$ cat config.mk
export PLATFORM = sky130hd
export DESIGN_NAME = hyperterm_recv
export DESIGN_NICKNAME = d
export VERILOG_FILES = /design/src/rtl/hyperterm_recv.sv
export SDC_FILE = /design/constraint.sdc
export NUM_CORES = 1
export LEC_CHECK = 0
export ABC_AREA = 0
export CAP_MARGIN = 25
export CORE_UTILIZATION = 52
export DETAILED_ROUTE_END_ITERATION = 6
export GPL_TIMING_DRIVEN = 0
export MAX_ROUTING_LAYER = met4
export PLACE_DENSITY = 0.85
export RECOVER_POWER = 100
export SKIP_LAST_GASP = 1
export SYNTH_ARGS = -nofsm -noshare
export SYNTH_HDL_FRONTEND = slang
export SYNTH_SLANG_ARGS = --single-unit
$ cat constraint.sdc
create_clock -name clk_48 -period 2.4 [get_ports clk_48]
set_input_delay 0.24 -clock clk_48 [delete_from_list [all_inputs] [get_ports clk_48]]
set_output_delay 0.24 -clock clk_48 [all_outputs]
set_load 0.1 [all_outputs]
$ cat src/rtl/hyperterm_recv.sv
// HyperTerminal receive path: 8N1 UART deserialiser, hex-text word parser and one-entry output stream.
// Optional byte echo on tx is built when HYPERTERM_RECV_ECHO_EN is defined.
module hyperterm_recv #(
  parameter int unsigned BIT_DIV = 20000
) (
  input  logic        clk_48,
  input  logic        rst,
  input  logic        rx,
  output logic        tx,
  output logic [15:0] word,
  output logic        word_valid,
  input  logic        word_ready,
  output logic        frame_err,
  output logic        hex_err,
  output logic        overrun
);

  localparam logic [15:0] DIV_LAST  = 16'(BIT_DIV - 1);
  localparam logic [15:0] HALF_LAST = 16'((BIT_DIV / 2) - 1);

  typedef enum logic [2:0] {
    S_IDLE,
    S_START,
    S_DATA,
    S_STOP,
    S_WAIT_HIGH
  } state_t;

  // ---------------------------------------------------------------- synchroniser
  logic [2:0] sync_chain;
  logic       rx_s;

  assign sync_chain[0] = rx;

  genvar gi;
  generate
    for (gi = 0; gi < 2; gi++) begin : g_sync
      logic stage_reg;
      always_ff @(posedge clk_48) begin
        if (rst) stage_reg <= 1'b1;
        else     stage_reg <= sync_chain[gi];
      end
      assign sync_chain[gi+1] = stage_reg;
    end
  endgenerate

  assign rx_s = sync_chain[2];

  // ---------------------------------------------------------------- bit FSM
  state_t      state_reg, state_next;
  logic [15:0] cnt_reg, cnt_next;
  logic [2:0]  bit_idx_reg, bit_idx_next;
  logic [7:0]  shift_reg, shift_next;
  logic        byte_done;
  logic        frame_bad;

  always_ff @(posedge clk_48) begin
    if (rst) begin
      state_reg   <= S_IDLE;
      cnt_reg     <= 16'd0;
      bit_idx_reg <= 3'd0;
      shift_reg   <= 8'd0;
    end else begin
      state_reg   <= state_next;
      cnt_reg     <= cnt_next;
      bit_idx_reg <= bit_idx_next;
      shift_reg   <= shift_next;
    end
  end

  always_comb begin
    state_next   = state_reg;
    cnt_next     = cnt_reg;
    bit_idx_next = bit_idx_reg;
    shift_next   = shift_reg;
    byte_done    = 1'b0;
    frame_bad    = 1'b0;
    case (state_reg)
      S_IDLE: begin
        if (!rx_s) begin
          state_next = S_START;
          cnt_next   = 16'd0;
        end
      end
      S_START: begin
        if (cnt_reg == HALF_LAST) begin
          cnt_next     = 16'd0;
          bit_idx_next = 3'd0;
          state_next   = rx_s ? S_IDLE : S_DATA;
        end else begin
          cnt_next = cnt_reg + 16'd1;
        end
      end
      S_DATA: begin
        if (cnt_reg == DIV_LAST) begin
          cnt_next     = 16'd0;
          shift_next   = {rx_s, shift_reg[7:1]};
          bit_idx_next = bit_idx_reg + 3'd1;
          if (bit_idx_reg == 3'd7) state_next = S_STOP;
        end else begin
          cnt_next = cnt_reg + 16'd1;
        end
      end
      S_STOP: begin
        if (cnt_reg == DIV_LAST) begin
          cnt_next = 16'd0;
          if (rx_s) begin
            byte_done  = 1'b1;
            state_next = S_IDLE;
          end else begin
            frame_bad  = 1'b1;
            state_next = S_WAIT_HIGH;
          end
        end else begin
          cnt_next = cnt_reg + 16'd1;
        end
      end
      S_WAIT_HIGH: begin
        if (rx_s) state_next = S_IDLE;
      end
      default: state_next = S_IDLE;
    endcase
  end

  // ---------------------------------------------------------------- hex parser
  logic [2:0]  digit_reg, digit_next;
  logic [15:0] acc_reg, acc_next;
  logic        bad_reg, bad_next;
  logic [3:0]  nib;
  logic        is_hex;
  logic        is_delim;
  logic        emit;
  logic        tok_err;

  always_comb begin
    nib    = 4'h0;
    is_hex = 1'b0;
    if (shift_reg >= 8'h30 && shift_reg <= 8'h39) begin
      is_hex = 1'b1;
      nib    = shift_reg[3:0];
    end else if ((shift_reg >= 8'h41 && shift_reg <= 8'h46) ||
                 (shift_reg >= 8'h61 && shift_reg <= 8'h66)) begin
      is_hex = 1'b1;
      nib    = shift_reg[3:0] + 4'd9;
    end
    is_delim = (shift_reg == 8'h20) || (shift_reg == 8'h0D) || (shift_reg == 8'h0A);
  end

  // bad_reg marks a token already reported, so its delimiter stays silent
  always_comb begin
    digit_next = digit_reg;
    acc_next   = acc_reg;
    bad_next   = bad_reg;
    emit       = 1'b0;
    tok_err    = 1'b0;
    if (byte_done) begin
      if (is_hex) begin
        acc_next   = {acc_reg[11:0], nib};
        digit_next = (digit_reg == 3'd5) ? 3'd5 : digit_reg + 3'd1;
      end else if (is_delim) begin
        digit_next = 3'd0;
        bad_next   = 1'b0;
        if (digit_reg == 3'd4)                  emit    = 1'b1;
        else if (digit_reg != 3'd0 && !bad_reg) tok_err = 1'b1;
      end else begin
        tok_err    = 1'b1;
        bad_next   = 1'b1;
        digit_next = 3'd5;
      end
    end
  end

  always_ff @(posedge clk_48) begin
    if (rst) begin
      digit_reg <= 3'd0;
      acc_reg   <= 16'd0;
      bad_reg   <= 1'b0;
    end else begin
      digit_reg <= digit_next;
      acc_reg   <= acc_next;
      bad_reg   <= bad_next;
    end
  end

  // ---------------------------------------------------------------- output holding register
  logic [15:0] word_reg;
  logic        word_valid_reg;
  logic        frame_err_reg;
  logic        hex_err_reg;
  logic        overrun_reg;

  always_ff @(posedge clk_48) begin
    if (rst) begin
      word_reg       <= 16'd0;
      word_valid_reg <= 1'b0;
      frame_err_reg  <= 1'b0;
      hex_err_reg    <= 1'b0;
      overrun_reg    <= 1'b0;
    end else begin
      frame_err_reg <= frame_bad;
      hex_err_reg   <= tok_err;
      overrun_reg   <= 1'b0;
      if (emit) begin
        if (!word_valid_reg || word_ready) begin
          word_reg       <= acc_reg;
          word_valid_reg <= 1'b1;
        end else begin
          overrun_reg <= 1'b1;
        end
      end else if (word_valid_reg && word_ready) begin
        word_valid_reg <= 1'b0;
      end
    end
  end

  assign word       = word_reg;
  assign word_valid = word_valid_reg;
  assign frame_err  = frame_err_reg;
  assign hex_err    = hex_err_reg;
  assign overrun    = overrun_reg;

  // ---------------------------------------------------------------- echo transmitter
`ifdef HYPERTERM_RECV_ECHO_EN
  logic        tx_reg, tx_next;
  logic        tx_active_reg, tx_active_next;
  logic [15:0] tx_cnt_reg, tx_cnt_next;
  logic [3:0]  tx_bitn_reg, tx_bitn_next;
  logic [9:0]  tx_frame_reg, tx_frame_next;
  logic [7:0]  buf_reg, buf_next;
  logic        buf_full_reg, buf_full_next;
  logic        tx_tick;
  logic        tx_free;

  always_ff @(posedge clk_48) begin
    if (rst) begin
      tx_reg        <= 1'b1;
      tx_active_reg <= 1'b0;
      tx_cnt_reg    <= 16'd0;
      tx_bitn_reg   <= 4'd0;
      tx_frame_reg  <= 10'h3FF;
      buf_reg       <= 8'd0;
      buf_full_reg  <= 1'b0;
    end else begin
      tx_reg        <= tx_next;
      tx_active_reg <= tx_active_next;
      tx_cnt_reg    <= tx_cnt_next;
      tx_bitn_reg   <= tx_bitn_next;
      tx_frame_reg  <= tx_frame_next;
      buf_reg       <= buf_next;
      buf_full_reg  <= buf_full_next;
    end
  end

  // The last stop-bit tick counts as free so back-to-back bytes chain with no gap
  assign tx_tick = tx_active_reg && (tx_cnt_reg == DIV_LAST);
  assign tx_free = !tx_active_reg || (tx_tick && tx_bitn_reg == 4'd9);

  always_comb begin
    tx_next        = tx_reg;
    tx_active_next = tx_active_reg;
    tx_cnt_next    = tx_cnt_reg;
    tx_bitn_next   = tx_bitn_reg;
    tx_frame_next  = tx_frame_reg;
    buf_next       = buf_reg;
    buf_full_next  = buf_full_reg;
    if (tx_active_reg) begin
      if (tx_tick) begin
        tx_cnt_next = 16'd0;
        if (tx_bitn_reg == 4'd9) begin
          tx_active_next = 1'b0;
          tx_next        = 1'b1;
        end else begin
          tx_bitn_next  = tx_bitn_reg + 4'd1;
          tx_frame_next = {1'b1, tx_frame_reg[9:1]};
          tx_next       = tx_frame_reg[1];
        end
      end else begin
        tx_cnt_next = tx_cnt_reg + 16'd1;
      end
    end
    if (tx_free && (buf_full_reg || byte_done)) begin
      tx_frame_next  = {1'b1, (buf_full_reg ? buf_reg : shift_reg), 1'b0};
      tx_next        = 1'b0;
      tx_active_next = 1'b1;
      tx_cnt_next    = 16'd0;
      tx_bitn_next   = 4'd0;
      if (buf_full_reg) begin
        buf_full_next = byte_done;
        if (byte_done) buf_next = shift_reg;
      end
    end else if (byte_done && !buf_full_reg) begin
      buf_next      = shift_reg;
      buf_full_next = 1'b1;
    end
  end

  assign tx = tx_reg;
`else
  assign tx = 1'b1;
`endif

endmodule

; After elaboration in Yosys (flattened, before gate mapping)
; Index checks and enable logic that the tools add are counted.
[classes]
add_sub_neg = 4
n_lt_le_gt_ge = 6
n_eq_ne = 19
mux = 39
n_bitwise = 5
reduce_logical = 28
[op_table]
columns = cell, n
row1 = two-way mux 16 bit, 3
row2 = one-hot mux 16 bit (3 select lines), 1
row3 = two-way mux 3 bit, 12
row4 = two-way mux 1 bit, 18
row5 = adder 16 x 1 -> 16 bit (second input constant), 1
row6 = == test 16 x 14 -> 1 bit (second input constant), 1
row7 = == test 16 x 15 -> 1 bit (second input constant), 1
row8 = == test 8 x 4 -> 1 bit (second input constant), 2
row9 = >= comparator 8 x 7 -> 1 bit (second input constant), 2
row10 = less-or-equal comparator 8 x 7 -> 1 bit (second input constant), 2
row11 = one-hot mux 3 bit (5 select lines), 1
row12 = == test 3 bit (second input constant), 4
row13 = inequality test 2 bit (second input constant), 6
row14 = AND reduction 2 bit, 6
row15 = == test 8 x 6 -> 1 bit (second input constant), 1
row16 = >= comparator 8 x 6 -> 1 bit (second input constant), 1
row17 = less-or-equal comparator 8 x 6 -> 1 bit (second input constant), 1
row18 = two-way mux 4 bit, 2
row19 = adder 3 x 1 -> 3 bit (second input constant), 2
row20 = == test 3 x 2 -> 1 bit (second input constant), 2
row21 = one-hot mux 3 bit (2 select lines), 1
row22 = AND reduction 6 bit, 1
row23 = nonzero test 3 bit, 2
row24 = OR reduction 3 bit, 2
row25 = 12 further kinds, 26
[word_totals]
regBits = 72
in_bits = 4
out_inout_bits = 21
elab_cells = 115

; Depth between registers and ports, before layout
[logic_depth]
word_depth = 9
depth_mapped = 9
depth_no_buf = 7

; Worst setup path after synthesis
; No wires, ideal clock.
[synth_timing]
path_type = register -> register
start = register cnt_reg[5]
end = register word_reg[6] (netlist: word[6])
setup_time_ns = 0.132
arrival_ns = 2.501
required_ns = 2.268
slack_ns = -0.234
stages_incl_launch_ff = 9
path_cell_list = dfxtp_1 -> or4_1 -> or4_1 -> buf_6 -> or4b_1 -> buf_2 -> buf_6 -> o21ai_1 -> a21oi_1
[synth_between]
elab_chain_cells = 5
[synth_rtl]
columns = element, line
row1 = start: declaration, 51  ; logic [15:0] cnt_reg, cnt_next;
row2 = start signal: assignment, 65  ; cnt_reg <= cnt_next;
row3 = == test 16 x 15 -> 1 bit, 105  ; if (cnt_reg == DIV_LAST) begin
row4 = two-way mux 1 bit, 105
row5 = two-way mux 1 bit, 78  ; case (state_reg)
row6 = two-way mux 1 bit, 156  ; if (byte_done) begin
row7 = AND reduction 2 bit (no line), -
row8 = end signal: assignment, 205  ; word_reg <= acc_reg;
row9 = end: declaration, 186  ; logic [15:0] word_reg;
; Every way passes these cells.
; A chain may end at the register's enable or synchronous reset.

; Final worst setup path
[layout_timing]
start = register cnt_reg[8]
end = register word_reg[13] (netlist: word[13])
; Same word-level chain as after synthesis.

==> out/metrics.csv <==
metric,value,unit
reg2reg_slack,-150,ps
placeableCoreArea,5960,um^2
layout_commonest_cell,dfxtp_1,
busiest_layer,met2,
clkTransAtPathRegs,90,ps
hpwl,4920,um
finalHoldViolCount,0,
critPathLaunchType,flop,
multiInputGateArea,1760,um^2
antenna_found_initial,0,
initial_core_util,54.3,%
synth_cells,360,
first_pass_iters,5,
yosysWarnings,0,
path_depth,6,
grt-ovfl-total,0,
fin_util,67.7,%
grtUsageMet2,39.6,%
post-route-period-util,106,%
fmax,392,MHz
whs,428,ps
setup_viol,29,
grt_usage,24.8,%
fillerInstances,453,
grt_max_degree,16,
row_count,28,
path_buf_inv,1,
path_cells,or4bb_1 > or4_4 > or4b_4 > buf_8 > o21ai_1 > a21oi_1,
finClkSkew,12.2,ps
r2r_end,word[13]$_SDFFE_PP0P_,
slowest_delay,600,ps
cts_tree,done,
area_growth,24.6,%
grt_use_met1,28.9,%
r2r_start,cnt_reg[8]$_SDFFE_PP0P_,
crit_arrival,2780,ps
cts_buffers,9,
drt_iter0_drc,155,
post-route-min-period,2550,ps
cp_slowest_cell,or4_4,
ys_ff_latch,72,
drc,0,
hp-class,flop to flop,
end_kind,flop,
maxSlewViolCount,0,
die_h,80.9,um
seq_area_frac_synth,44.5,%
grt_setup_unrepaired,yes,
grt_use_met3,8.09,%
relSlewSlack,32.7,%
synth_area,3240,um^2
grt_pass1_wl,12000,um
ctsLongestPathBuffers,2,
tightest_slew,1000,ps
fin_ws,-150,ps
wire_per_inst,15.9,um
crit_fanout,7,
peakVddDrop,0.426,mV
powerDensity,630,nW/um^2
final_cell_mix,"65 x dfxtp_1, 46 x nor2_1, 23 x nand4_1, 23 x mux2i_1, 23 x a21oi_1",
die_area,6540,um^2
violations,setup timing,
startpoint,cnt_reg[8]$_SDFFE_PP0P_,
syn_avg_cell_area,8.99,um^2
r2r.worst_path.cells,6,
drtAntennaViolNets,0,
criticalPathCategory,flop to flop,
antennaDiodeCount,0,
crit_path_end,word[13]$_SDFFE_PP0P_,
syn-num-nets,371,
synth_cell_types,50,
synth_edf_count,0,
synth_flop_cell,dfxtp_1,
htree_levels,3,
io_buffers,23,
layout-drive-gt1-share,18.6,%
max_cap_viol_count,0,
crit_family,simple AND/OR/NAND/NOR gates,
clock_sinks,72,
place.gp.congestion,0.878,
ff_latch_area,1460,um^2
async_reset_ff_share,0,%
pre_cts_slack,-412,ps
status,finished with violations,
hold_buffers,0,
nets,420,
die_w,80.9,um
cts_root_buf,clkbuf_8,
grt_pass1_vias,2625,
routed_wl,7760,um
clock_latency,360,ps
via_per_inst,6.01,
p_leak,1.44,nW
critical_path_required,2630,ps
io_pins,25,
vias,2937,
-- Yosys cell counts, types with 4 or more instances --
| cell type | instances | area [um^2] |
|---|---|---|
| inv_1 | 7 | 26.3 |
| a211oi_1 | 4 | 30.0 |
| o21ai_0 | 16 | 80.1 |
| xnor2_1 | 5 | 43.8 |
| xor2_1 | 13 | 114 |
| ha_1 | 7 | 87.6 |
| or2_2 | 4 | 25.0 |
| or4_1 | 4 | 30.0 |
| o21ai_1 | 9 | 45.0 |
| dfxtp_1 | 72 | 1440 |
| clkbuf_1 | 17 | 63.8 |
| nand4_1 | 23 | 144 |
| nand2b_1 | 7 | 43.8 |
| nand2_1 | 16 | 60.1 |
| nor2_1 | 46 | 173 |
| and3_1 | 4 | 25.0 |
| nand3_1 | 9 | 45.0 |
| a21oi_1 | 27 | 135 |
| mux2i_1 | 23 | 230 |
-- per-layer routing --
layer | wire, um | vias to the layer above
met5 | 0 | -
met1 | 3370 | 1423
met3 | 397 | 25
met4 | 212 | 0
li1 | - | 1392
met2 | 3770 | 97
-- stage by stage --
step / power (mW) / area [um^2] / cells / TNS [ps]
global placement: 1.51 / 3580 / 458 / -10840
detailed placement: 1.52 / 3590 / 461 / -10510
finish: 2.54 / 4030 / 489 / -2300
floorplan: 1.46 / 3250 / 360 / -1820
global route: 2.63 / 4030 / 489 / -4620
CTS: 2.52 / 3870 / 480 / -2160
-- how the worst min path moves through the flow --
stage                                                 to  depth (start not counted)                           start
final                     g_sync[1].stage_reg$_SDFF_PP1_                          1  g_sync[0].stage_reg$_SDFF_PP1_
after global routing      g_sync[1].stage_reg$_SDFF_PP1_                          1  g_sync[0].stage_reg$_SDFF_PP1_
after CTS                 g_sync[1].stage_reg$_SDFF_PP1_                          1  g_sync[0].stage_reg$_SDFF_PP1_
after detailed placement  g_sync[1].stage_reg$_SDFF_PP1_                          1  g_sync[0].stage_reg$_SDFF_PP1_
after global placement    g_sync[1].stage_reg$_SDFF_PP1_                          1  g_sync[0].stage_reg$_SDFF_PP1_
after floorplan           g_sync[0].stage_reg$_SDFF_PP1_                          1                              rx
-- what timing repair did --
item / in CTS / in global routing
gates resized for setup: 20 / 24
setup buffers: 7 / 6
endpoints found under the setup margin: 60 / 42
endpoints found under the hold margin: 0 / 0
pin swaps: 5 / 8
gates cloned: 0 / 3
-- kinds of logic (layout without fill, tap and decap cells) --
group | Yosys count | after routing | share of synthesized area (%)
flops | 72 | 72 | 44.5
simple gates | 132 | 133 | 22.1
other cells | 1 | 1 | 0.116
xor+xnor | 18 | 18 | 4.87
fa+ha+maj | 7 | 7 | 2.71
mux | 24 | 24 | 7.46
compound gates | 74 | 74 | 13.7
buf+inv | 32 | 85 | 4.52
-- report_power, final --
group,internal (mW),switching [mW],total (mW)
logic,0.117,0.195,0.312
registers,1.21,0.0171,1.23
clock network,0.492,0.504,0.996
-- final cells by class --
cell class              count  area share [%]
clock inverters             7            1.92
multi-input cells         257            43.6
well taps                  75            2.33
repair buffers             41            9.38
clock buffers               9            3.07
inverters                   7           0.652
flip-flops and latches     72            36.1
plain buffers              21            2.95
(Power assumes the default switching activity.)
